### src/rtl/pattern_scheduler.sv
// Pattern buffer playback scheduler: walks a latched buffer sequence through the bank,
// registers the bank byte into a valid/ready stage and arbitrates host buffer reloads.
module pattern_scheduler #(
    parameter  int unsigned NBUFS      = 8,
    parameter  int unsigned FIRSTFIELD = 3,
    parameter  int unsigned LASTFIELD  = 26,
    parameter  int unsigned MAXSEQ     = 5,
    localparam int unsigned BW         = $clog2(NBUFS),
    localparam int unsigned FW         = 5
) (
    input  logic          clk,
    input  logic          rst_n,
    input  logic          start,
    input  logic          stop,
    input  logic [7:0]    seq1,
    input  logic [7:0]    seq2,
    input  logic [7:0]    seqctrl,
    output logic [BW-1:0] bufp,
    output logic [FW-1:0] fieldp,
    input  logic [7:0]    patternbyte,
    output logic [7:0]    pat_data,
    output logic          pat_valid,
    input  logic          pat_ready,
    output logic          busy,
    output logic          done,
    input  logic          wr_req,
    input  logic [BW-1:0] wr_addr,
    output logic          wr_gnt
);

    localparam int unsigned SW = BW * MAXSEQ;
    localparam int unsigned LW = 3;
    localparam logic [LW-1:0] MAXLEN      = LW'(MAXSEQ);
    localparam logic [FW-1:0] FIRST_FIELD = FW'(FIRSTFIELD);
    localparam logic [FW-1:0] LAST_FIELD  = FW'(LASTFIELD);

    typedef enum logic [1:0] {
        ST_IDLE  = 2'd0,
        ST_RUN   = 2'd1,
        ST_DRAIN = 2'd2
    } state_t;

    state_t          state;
    logic [SW-1:0]   seq_q;
    logic [LW-1:0]   len_q;
    logic            loop_q;
    logic [LW-1:0]   idx_q;

    logic [SW-1:0]   seq_in_c;
    logic [LW-1:0]   len_in_c;
    logic            at_last_c;
    logic            last_entry_c;
    logic            wraps_c;
    logic [LW-1:0]   next_idx_c;
    logic [BW-1:0]   next_buf_c;
    logic            stall_c;
    logic            xfer_c;
    logic            unused_ok;

    // Buffer number held in sequence slot k.
    function automatic logic [BW-1:0] entry_of(input logic [SW-1:0] s, input logic [LW-1:0] k);
        entry_of = BW'(s >> (BW * k));
    endfunction

    assign unused_ok = ^{seqctrl[7:4], seq2[7]};

    // Pointer-advance lookahead; the stall compares the post-advance buffer with the granted one.
    always_comb begin
        seq_in_c     = SW'({seq2, seq1});
        len_in_c     = (seqctrl[2:0] > MAXLEN) ? MAXLEN : seqctrl[2:0];
        at_last_c    = (fieldp == LAST_FIELD);
        last_entry_c = (idx_q == len_q - LW'(1));
        wraps_c      = at_last_c && !(last_entry_c && !loop_q);
        next_idx_c   = last_entry_c ? '0 : idx_q + LW'(1);
        next_buf_c   = wraps_c ? entry_of(seq_q, next_idx_c) : bufp;
        stall_c      = wr_gnt && (next_buf_c == wr_addr);
        xfer_c       = (!pat_valid || pat_ready) && !stall_c;
    end

    always_ff @(posedge clk or negedge rst_n) begin
        if (!rst_n) begin
            state     <= ST_IDLE;
            seq_q     <= '0;
            len_q     <= '0;
            loop_q    <= 1'b0;
            idx_q     <= '0;
            bufp      <= '0;
            fieldp    <= '0;
            pat_data  <= '0;
            pat_valid <= 1'b0;
            busy      <= 1'b0;
            done      <= 1'b0;
            wr_gnt    <= 1'b0;
        end else begin
            done   <= 1'b0;
            // A held grant stays; a new one is refused only for the buffer now playing.
            wr_gnt <= wr_req && (wr_gnt || (state == ST_IDLE) || (wr_addr != bufp));
            case (state)
                ST_IDLE: begin
                    fieldp <= '0;
                    if (start) begin
                        if (len_in_c == '0) begin
                            done <= 1'b1;
                        end else begin
                            seq_q  <= seq_in_c;
                            len_q  <= len_in_c;
                            loop_q <= seqctrl[3];
                            idx_q  <= '0;
                            bufp   <= entry_of(seq_in_c, '0);
                            fieldp <= FIRST_FIELD;
                            busy   <= 1'b1;
                            state  <= ST_RUN;
                        end
                    end
                end
                ST_RUN: begin
                    if (stop) begin
                        pat_valid <= pat_valid && !pat_ready;
                        state     <= ST_DRAIN;
                    end else if (xfer_c) begin
                        pat_data  <= patternbyte;
                        pat_valid <= 1'b1;
                        if (at_last_c) begin
                            fieldp <= FIRST_FIELD;
                            if (wraps_c) begin
                                idx_q <= next_idx_c;
                                bufp  <= next_buf_c;
                            end else begin
                                state <= ST_DRAIN;
                            end
                        end else begin
                            fieldp <= fieldp + FW'(1);
                        end
                    end else begin
                        pat_valid <= pat_valid && !pat_ready;
                    end
                end
                ST_DRAIN: begin
                    if (!pat_valid) begin
                        done   <= 1'b1;
                        fieldp <= '0;
                        busy   <= 1'b0;
                        state  <= ST_IDLE;
                    end else begin
                        pat_valid <= !pat_ready;
                    end
                end
                default: begin
                    state <= ST_IDLE;
                end
            endcase
        end
    end

endmodule

### config.mk
export PLATFORM = sky130hd
export DESIGN_NAME = pattern_scheduler
export DESIGN_NICKNAME = d
export VERILOG_FILES = /design/src/rtl/pattern_scheduler.sv
export SDC_FILE = /design/constraint.sdc
export NUM_CORES = 1
export LEC_CHECK = 0
export CAP_MARGIN = 20
export CORE_ASPECT_RATIO = 1.25
export CORE_MARGIN = 8
export CORE_UTILIZATION = 40
export DETAILED_ROUTE_END_ITERATION = 16
export PLACE_DENSITY = 0.67
export SLEW_MARGIN = 20
export SYNTH_ARGS = -nofsm -noshare
export SYNTH_HDL_FRONTEND = slang
export SYNTH_SLANG_ARGS = --single-unit
### constraint.sdc
create_clock -name clk -period 5.5 [get_ports clk]
set_input_delay 1.1 -clock clk [delete_from_list [all_inputs] [get_ports clk]]
set_output_delay 1.1 -clock clk [all_outputs]
set_load 0.05 [all_outputs]
# After elaboration in Yosys (flattened, before gate mapping)
# Index checks and enable logic that the tools add are counted.
op_classes:
  order_cmp: 1
  div_mod_pow: 0
  add_sub_neg: 3
  reduce_logical: 26
  shifts: 1
  mux: 44
  n_mul: 1
  eq_ne: 16
  bitwise: 2
op_table:
  columns: ["cell", "count"]
  rows:
  - ["3-bit two-way mux", 15]
  - ["5-bit two-way mux", 4]
  - ["2-bit two-way mux", 9]
  - ["5-bit one-hot mux with 3 select lines", 1]
  - ["15-bit by 5-bit >> shifter with 3-bit output", 1]
  - ["2-bit inequality test, second input constant", 7]
  - ["3-bit one-hot mux with 2 select lines", 2]
  - ["1-bit two-way mux", 9]
  - ["3-bit inequality test, second input constant", 3]
  - ["4-bit AND reduction", 2]
  - ["7-bit AND reduction", 1]
  - ["3-bit == test", 2]
  - ["1-bit logical AND", 6]
  - ["1-bit one-hot mux with 2 select lines", 3]
  - ["2-bit one-hot mux with 3 select lines", 1]
  - ["3-bit AND reduction", 2]
  - ["6-bit AND reduction", 1]
  - ["2-bit nonzero test", 3]
  - ["5-bit by 1-bit adder with 5-bit output, second input constant", 1]
  - ["5-bit == test, second input constant", 1]
  - ["1-bit zero test", 5]
  - ["2-bit by 3-bit multiplier with 5-bit output, first input constant", 1]
  - ["3-bit by 1-bit adder with 3-bit output, second input constant", 1]
  - ["3-bit > comparator, second input constant", 1]
  - ["other kinds (9)", 12]
word_totals:
  romBits: 0
  wordCells: 106
  ram_bits: 0
  output_inout_bits: 20
  memories: 0
  register_bits: 44
  latch_bits: 0

# Logic depth before layout (Yosys ltp)
# Gate-level depths: netlist of the first run.
logic_depth:
  ltp_word: 13
  ltp_mapped: 13

# Worst setup path after synthesis of the first run
# Ideal clock, no wire load.
synth_path:
  path_kind: "register to register"
  from: "register len_q[0]"
  to: "register bufp[1]"
  setup_slack_ps: 2291
  t_arrival_ps: 3084
  setup_ps: 125
  period_less_slack_ps: 3209
  n_path_buf: 1
  t_required_ps: 5375
  path_stages_with_launch: 12
  cell_sequence: "dfrtp_1 > inv_1 > ha_1 > xor3_1 > or3_1 > buf_6 > mux2i_4 > o21a_1 > a2111oi_4 > a21oi_2 > a31oi_4 > mux2_2"
synth_via:
  elab_chain_len: 12
  word_cells_on_any_way: 21
  cone_classes: "add/sub (1); mul (1); eq/ne (4); shift (1); mux (7); reduce/logical (7)"
synth_lines:
  columns: ["element", "line", "text"]
  rows:
  - ["from (decl)", "45", "logic [LW-1:0] len_q;"]
  - ["from (signal assigned)", "106", "len_q <= len_in_c;"]
  - ["3-bit by 1-bit subtractor with 3-bit output *", "72", "last_entry_c = (idx_q == len_q - LW'(1));"]
  - ["3-bit == test *", "72", null]
  - ["3-bit two-way mux or 1-bit logical AND (tied branches)", "74, 73", null]
  - ["2-bit by 3-bit multiplier with 5-bit output or 1-bit zero test (tied branches)", "62, 73", null]
  - ["15-bit by 5-bit >> shifter with 3-bit output or 1-bit logical AND (tied branches)", "62, 73", null]
  - ["3-bit two-way mux", "75", "next_buf_c = wraps_c ? entry_of(seq_q, next_idx_c) : bufp;"]
  - ["3-bit == test", "76", "stall_c = wr_gnt && (next_buf_c == wr_addr);"]
  - ["1-bit logical AND", "76", null]
  - ["1-bit zero test", "77", "xfer_c = (!pat_valid || pat_ready) && !stall_c;"]
  - ["1-bit logical AND", "77", null]
  - ["2-bit inequality test (no line)", null, null]
  - ["7-bit AND reduction (no line)", null, null]
  - ["to (signal assigned)", "109", "bufp <= entry_of(seq_in_c, '0);"]
  - ["to (signal assigned)", "127", "bufp <= next_buf_c;"]
  - ["to (decl)", "18", "output logic [BW-1:0] bufp,"]
# Mark *: on every way between the ends. The rest lies on a longest branch, timed or not. The select of a mux whose other input is x is not followed.
# A chain may end at the register's enable or synchronous reset.

# Worst setup path in the final report of the first run
# Ends and elaborated chain as after synthesis.

==> results of run 1 <==
==> synth_stat cells, types with 2 or more instances <==
cell,instances,area share
dfrtp_1,44,0.45
clkbuf_1,5,0.0076
xnor2_1,4,0.014
nand3_1,9,0.018
nor3b_1,3,0.0091
o21a_1,2,0.0061
mux2_2,10,0.046
nor2_1,14,0.021
a211o_1,2,0.0071
a21oi_1,8,0.016
ha_1,8,0.040
mux2i_1,4,0.016
nand3b_1,3,0.0091
nor2b_1,2,0.0051
nor3_1,5,0.010
nand4_1,4,0.010
xor2_1,2,0.0071
o21ai_0,12,0.024
a32o_1,2,0.0081
nand2_1,67,0.10
nand2b_1,3,0.0076
a22oi_1,3,0.0091
a21o_1,2,0.0061
a211oi_1,6,0.018
o22ai_1,2,0.0051
or3_1,2,0.0051
nand4b_1,2,0.0071
inv_1,11,0.017
==> area by class of cell <==
class                   instances  area, um2  share of cell area
multi-input cells             200       1290               0.396
flip-flops and latches         44       1100               0.339
repair buffers                 56        556               0.171
well taps                      85        106              0.0327
clock inverters                 3       90.1              0.0277
clock buffers                   5       68.8              0.0212
inverters                      11       41.3              0.0127
==> worst paths after layout <==
| kind | from | endpoint | slack, ns | depth (start not counted) |
|---|---|---|---|---|
| max | len_q[0]$_DFFE_PN0P_ | bufp[1]$_DFFE_PN0P_ | 1.71 | 10 |
| min | seq_q[9]$_DFFE_PN0P_ | seq_q[9]$_DFFE_PN0P_ | 0.48 | 2 |
| max reg2reg | len_q[0]$_DFFE_PN0P_ | bufp[1]$_DFFE_PN0P_ | 1.71 | 10 |
| min reg2reg | seq_q[9]$_DFFE_PN0P_ | seq_q[9]$_DFFE_PN0P_ | 0.48 | 2 |
| max in group asynchronous | rst_n | state[0]$_DFFE_PN0P_ | 4.32 | 1 |
| min in group asynchronous | rst_n | len_q[1]$_DFFE_PN0P_ | 0.78 | 1 |
==> worst max-delay path: cells and delay by family, from the launching register on <==
kind,cells,cell delay (ns)
buffers and inverters,1,0.08
muxes,2,0.65
AOI/OAI and AO/OA,4,1.34
and+or+nand+nor,1,0.60
DFF,1,0.40
adders and majority gates,1,0.14
xor gates and xnor gates,1,0.47
==> sequential cells by signal, indices dropped and copies added, names as in the netlist <==
signal / count
seq_q: 15
pat_data: 8
fieldp: 5
bufp: 3
idx_q: 3
len_q: 3
state: 2
busy: 1
done: 1
loop_q: 1
pat_valid: 1
wr_gnt: 1
==> logic make-up after synthesis <==
family / share of synthesized area
compound gates: 0.154
xor+xnor: 0.0309
fa+ha+maj: 0.0405
buf+inv: 0.0339
flops: 0.445
mux: 0.0709
simple gates: 0.225
==> cells in the final DEF (no fill, tap or decap), drive strengths merged, types with 2 or more instances in the layout <==
master and n:
nand2 67, xor2 2, a31oi 2, and3 2
o21ai 13, clkdlybuf4s50 54, mux2i 5, buf 2
a21o 2, inv 11, nor3 6, or3 2
o21a 2, nor2 14, a22oi 3, nor2b 2
xnor2 4, mux2 10, o22ai 2, clkbuf 5
nand4b 2, nand3 9, a211oi 6, dfrtp 44
nand3b 3, a211o 2, nand2b 3, nand4 4
bufinv 3, a21oi 9, a32o 2, ha 8
nor3b 3
==> stage by stage <==
step / setup WS (ns) / instance area (um2) / power (mW)
floorplan: 2.29 / 2470 / 1.21
global route: 1.48 / 3250 / 1.92
CTS: 1.72 / 3250 / 1.82
global placement: 1.79 / 3090 / 1.46
finish: 1.71 / 3250 / 1.80
detailed placement: 1.74 / 3090 / 1.47
==> where the power goes <==
part	internal, mW	switching [mW]
sequential	0.453	0.0907
combinational	0.353	0.557
clock	0.227	0.114
==> layer usage <==
| metal | vias to the layer above | part of all wire | track usage |
|---|---|---|---|
| li1 | 1028 | - | - |
| met1 | 1040 | 0.43 | 0.172 |
| met2 | 52 | 0.50 | 0.227 |
| met3 | 7 | 0.052 | 0.0285 |
| met4 | 0 | 0.018 | 0.0580 |
| met5 | - | 0 | 0 |
==> run summary, run 1 <==
============================================================================
Vias per std cell                                                       5.26
Clock tree from TritonCTS                                              built
Share of synthesized registers carrying an async set or reset           1.00
Synthesized net count                                                    312
Post-route ant nets                                                        0
CTS clock-pin slew for the worst setup and hold paths                0.09 ns
Number of warnings reported in the yosys synthesis log                     0
Number of port buffers                                                    55
Share of layout cells above drive strength 1                          0.0909
Worst hold slack across all endpoints                               0.482 ns
Chip height                                                           104 um
Count of flip-flops with a built-in enable after synthesis                 0
Longest Clk Path Bufs                                                      2
WL final                                                             5940 um
Detailed placement HPWL                                              4470 um
Number of clock buffers inserted by TritonCTS                              5
Final cell count without fillers                                         404
Power density normalized to cell area                             552 nW/um2
CP max stage cell                                                      or3_1
Count of H-tree levels built during CTS                                    2
Share of the core filled with cells in the final layout                0.534
Setup violations, final                                                    0
Average wire length per cell after detail routing                    14.7 um
Num ports                                                                 61
Category of the critical setup timing path                        reg -> reg
P&R area growth vs syn                                                 31.5%
Highest cell delay on the worst timing path                          0.60 ns
Num Clock Sinks                                                           44
Overall die area                                                    8970 um2
Hold buffers post-CTS                                                      0
Proportion of synthesized chip area in sequential cells                0.445
Synth Area per Inst                                                 9.40 um2
Width of the chip                                                    86.3 um
RSZ-0062 raised after global routing                                      no
Net count of the finished layout                                         367
Ant diodes                                                                 0
Ordered list of cells on the worst path                         inv_1 -> ha_1 -> xor3_1 -> or3_1 -> mux2i_4 -> o21a_1 -> a2111oi_4 -> a21oi_2 -> a31oi_4 -> mux2_2
Number of cells in the design after placement                            396
Initial DRC Count                                                         67
Final max-slew violation count                                             0
Clk Latency, worst-skew pair                                         0.30 ns
Main flop type after synthesis                                       dfrtp_1
Cell Rows                                                                 32
Maximum ir drop on the vdd rail                                       231 uV
Crit. End Element                                                       flop
Yosys reg bits                                                            44
Status                                                             completed
Post-route setup TNS                                                    0 ns
Clock Root Buffer                                                   clkbuf_8
Gate Count Post-Synth                                                    263
Worst relative slew slack                                              0.533
Final Hold Violating Endpoints                                             0
Slew of the pin with the lowest slew margin                         0.701 ns
Fill cell total of the finished layout                                   588
Clock Skew                                                        0.00489 ns
Leakage                                                              1.39 nW
Vias in the first global route                                         2,116
Distinct cell type count after synthesis                                  50
Worst Hold Class                                                  reg -> reg
Standard cell core area                                             6090 um2
Fmax                                                                 264 MHz
Max-cap violations                                                         0
Global-route wire length before repair                             10,200 um
Startpoint type of the worst setup path                                 flop
Routed vias                                                            2,127
Initial antenna violation count                                            0
Final RePlAce weighted congestion                                      0.807
GR Util All Layers                                                     0.139
Post-layout min period                                               3.79 ns
Crit path required time                                              5.69 ns
Post-synthesis cell area                                            2470 um2
Arrival time at the worst endpoint                                   3.98 ns
Largest fanout on the critical path                                       11
Post-cts gate resize count                                                 0
Total DRC errors in the routed layout                                      0
Period utilisation layout                                              0.690
Largest net degree at the start of global routing                         45
Post-CTS repair timing setup buffer count                                  0
1st-pass router iterations                                                 4
Initial Util                                                           0.406
GR Overflow Total                                                          0
============================================================================
No activity file was read; power rests on OpenSTA's default activity.
==> run 2, diff against run 1 <==
==> constraint.sdc (replaced) <==
create_clock -name clk -period 3.83 [get_ports clk]
set_input_delay 0.766 -clock clk [delete_from_list [all_inputs] [get_ports clk]]
set_output_delay 0.766 -clock clk [all_outputs]
set_load 0.05 [all_outputs]
==> run 2 against run 1 <==
  * Clock skew up 0.0011 ns
  * Combinational power up 47%
  * Sequential share of layout area down 0.31 points
  * Flip-flop and latch count unchanged
  * Power up 46%
  * Highest routed layer unchanged
==> run summary, run 2 (same netlist as run 1, synthesis figures left out) <==
=====================================================================================
Num ports                                                                          61   unchanged
Worst flop-to-flop path startpoint                                       len_q[0]$_DFFE_PN0P_
GR Overflow Total                                                                   0   unchanged
Share of layout cells above drive strength 1                                    0.102   +0.0113
Register share of total power                                                   0.300   -0.003
Ordered list of cells on the worst path                                  inv_1 -> ha_1 -> xor3_1 -> or3_1 -> mux2i_4 -> o21a_1 -> a2111oi_4 -> a21oi_2 -> a31oi_4 -> mux2_2
Final RePlAce weighted congestion                                               0.804   -0.41%
Clock Skew                                                                 0.00603 ns   +0.00114 ns
1st-pass router iterations                                                          4   unchanged
Fmax                                                                          291 MHz   +11%
Share of the core filled with cells in the final layout                         0.539   +0.00493
Standard cell core area                                                      6090 um2   unchanged
Clock tree from TritonCTS                                                       built
Most frequent cells in the layout                                        67 x nand2_1, 54 x clkdlybuf4s50_1, 44 x dfrtp_1
P&R area growth vs syn                                                          32.7%
Power density normalized to cell area                                      797 nW/um2   +44%
Global-route wire length before repair                                      10,400 um   +2.0%
Total DRC errors in the routed layout                                               0   unchanged
Total buffers and inverters traversed by the critical path                          1   unchanged
Post-layout worst setup margin                                               0.399 ns   -1.31 ns
Status                                                                      completed
Ant diodes                                                                          0   unchanged
Number of port buffers                                                             55   unchanged
Period utilisation layout                                                       0.896   +0.206
Post-CTS repair timing setup buffer count                                           0   unchanged
Net Sw Power                                                                  1.12 mW   +46%
Max-cap violations                                                                  0   unchanged
Switching Fraction                                                              0.427   +0.00226
Detailed placement HPWL                                                       4590 um   +2.7%
Num Clock Sinks                                                                    44   unchanged
Post-route ant nets                                                                 0   unchanged
WL final                                                                      6140 um   +3.3%
Post-Place Setup Slack                                                       0.461 ns   -1.28 ns
Cell type group with the largest total delay on the critical path        compound AO/OA/AOI/OAI gates
Maximum ir drop on the vdd rail                                                325 uV   +41%
Overall die area                                                             8970 um2   unchanged
CP max stage cell                                                              xor3_1
Setup violations, final                                                             0   unchanged
Reg with most FFs                                                               seq_q
Cell Rows                                                                          32   unchanged
Category of the critical setup timing path                                 reg -> reg
Crit. End Element                                                                flop
Worst relative slew slack                                                       0.583   +0.0505
Clock Power Share                                                               0.188   -0.002
Final Hold Violating Endpoints                                                      0   unchanged
RSZ-0062 raised after global routing                                               no
Net count of the finished layout                                                  371   +1.1%
Crit path required time                                                       4.01 ns   -1.68 ns
GR Util All Layers                                                              0.142   +0.00262
Post-layout min period                                                        3.43 ns   -0.361 ns
Largest fanout on the critical path                                                 8   -3
Critical path startpoint                                                 len_q[0]$_DFFE_PN0P_
Most frequent standard cell in the layout excluding fill and tap cells        nand2_1
Width of the chip                                                             86.3 um   unchanged
Worst hold slack across all endpoints                                        0.462 ns   -0.0205 ns
Initial DRC Count                                                                 133   +99%
Part of the power in combinational logic                                        0.512   +0.005
Initial antenna violation count                                                     0   unchanged
Largest registers ranked by flip-flop count                              seq_q x15, pat_data x8, fieldp x5
Largest net degree at the start of global routing                                  45   unchanged
Post-cts gate resize count                                                          0   unchanged
Slew of the pin with the lowest slew margin                                  0.623 ns   -0.0781 ns
Post-route setup TNS                                                             0 ns   unchanged
Leakage                                                                       1.41 nW   +1.4%
Count of H-tree levels built during CTS                                             2   unchanged
Initial Util                                                                    0.406   unchanged
Longest Clk Path Bufs                                                               2   unchanged
Worst Hold Class                                                          in -> async
Number of flip-flops under the largest register name                               15   unchanged
Arrival time at the worst endpoint                                            3.61 ns   -0.37 ns
Average wire length per cell after detail routing                             15.0 um   +2.3%
Final max-slew violation count                                                      0   unchanged
Internal power of the cells                                                   1.50 mW   +45%
Vias per std cell                                                                5.17   -1.8%
Chip height                                                                    104 um   unchanged
Highest cell delay on the worst timing path                                   0.47 ns   -0.13 ns
Vias in the first global route                                                  2,138   +1.0%
Hold buffers post-CTS                                                               0   unchanged
Startpoint type of the worst setup path                                          flop
Clock Root Buffer                                                            clkbuf_8
Number of clock buffers inserted by TritonCTS                                       5   unchanged
CTS clock-pin slew for the worst setup and hold paths                         0.08 ns   about the same
Routed vias                                                                     2,110   -0.80%
Clk Latency, worst-skew pair                                                  0.30 ns   about the same
Sum of internal, switching and leakage power                                  2.61 mW   +46%
=====================================================================================
==> run 2: cell type report <==
cell class | instances | area, um2
tap | 85 | 106
fill | 572 | 2810
sequential | 44 | 1100
clock inverter | 3 | 90.1
inverter | 11 | 41.3
clock buffer | 5 | 68.8
timing repair buffer | 60 | 586
multi-input combinational | 200 | 1290
==> run 2: per-stage QoR <==
| step | cells | cell area (um2) |
|---|---|---|
| global placement | 400 | 3120 |
| global route | 408 | 3280 |
| detailed placement | 400 | 3120 |
| finish | 408 | 3280 |
| CTS | 408 | 3280 |
| floorplan | 263 | 2470 |
==> run 2: power by group through the flow <==
| stage | Clock, mW | Combinational, mW | Sequential, mW |
|---|---|---|---|
| floorplan | 0 | 0.690 | 1.05 |
| finish | 0.491 | 1.34 | 0.784 |
| global placement | 0 | 1.32 | 0.788 |
| global route | 0.522 | 1.44 | 0.817 |
| CTS | 0.503 | 1.35 | 0.786 |
| detailed placement | 0 | 1.34 | 0.794 |
==> run 2: path summary, 6_finish.rpt <==
| path | end | slack (ns) | depth (start not counted) |
|---|---|---|---|
| min in group clk | seq_q[6]$_DFFE_PN0P_ | 0.48 | 2 |
| worst min register to register | seq_q[6]$_DFFE_PN0P_ | 0.48 | 2 |
| max in group asynchronous | pat_data[3]$_DFFE_PN0P_ | 2.98 | 1 |
| worst max-delay path | bufp[1]$_DFFE_PN0P_ | 0.40 | 10 |
| worst min-delay path | loop_q$_DFFE_PN0P_ | 0.46 | 1 |
| worst max register to register | bufp[1]$_DFFE_PN0P_ | 0.40 | 10 |
==> run 2: layer usage <==
metal / track usage / wire length [um] / vias to the layer above
met4: 0.0481 / 97 / 0
met3: 0.0206 / 198 / 9
met2: 0.235 / 3070 / 51
met1: 0.181 / 2770 / 1014
li1: - / - / 1036
met5: 0 / 0 / -
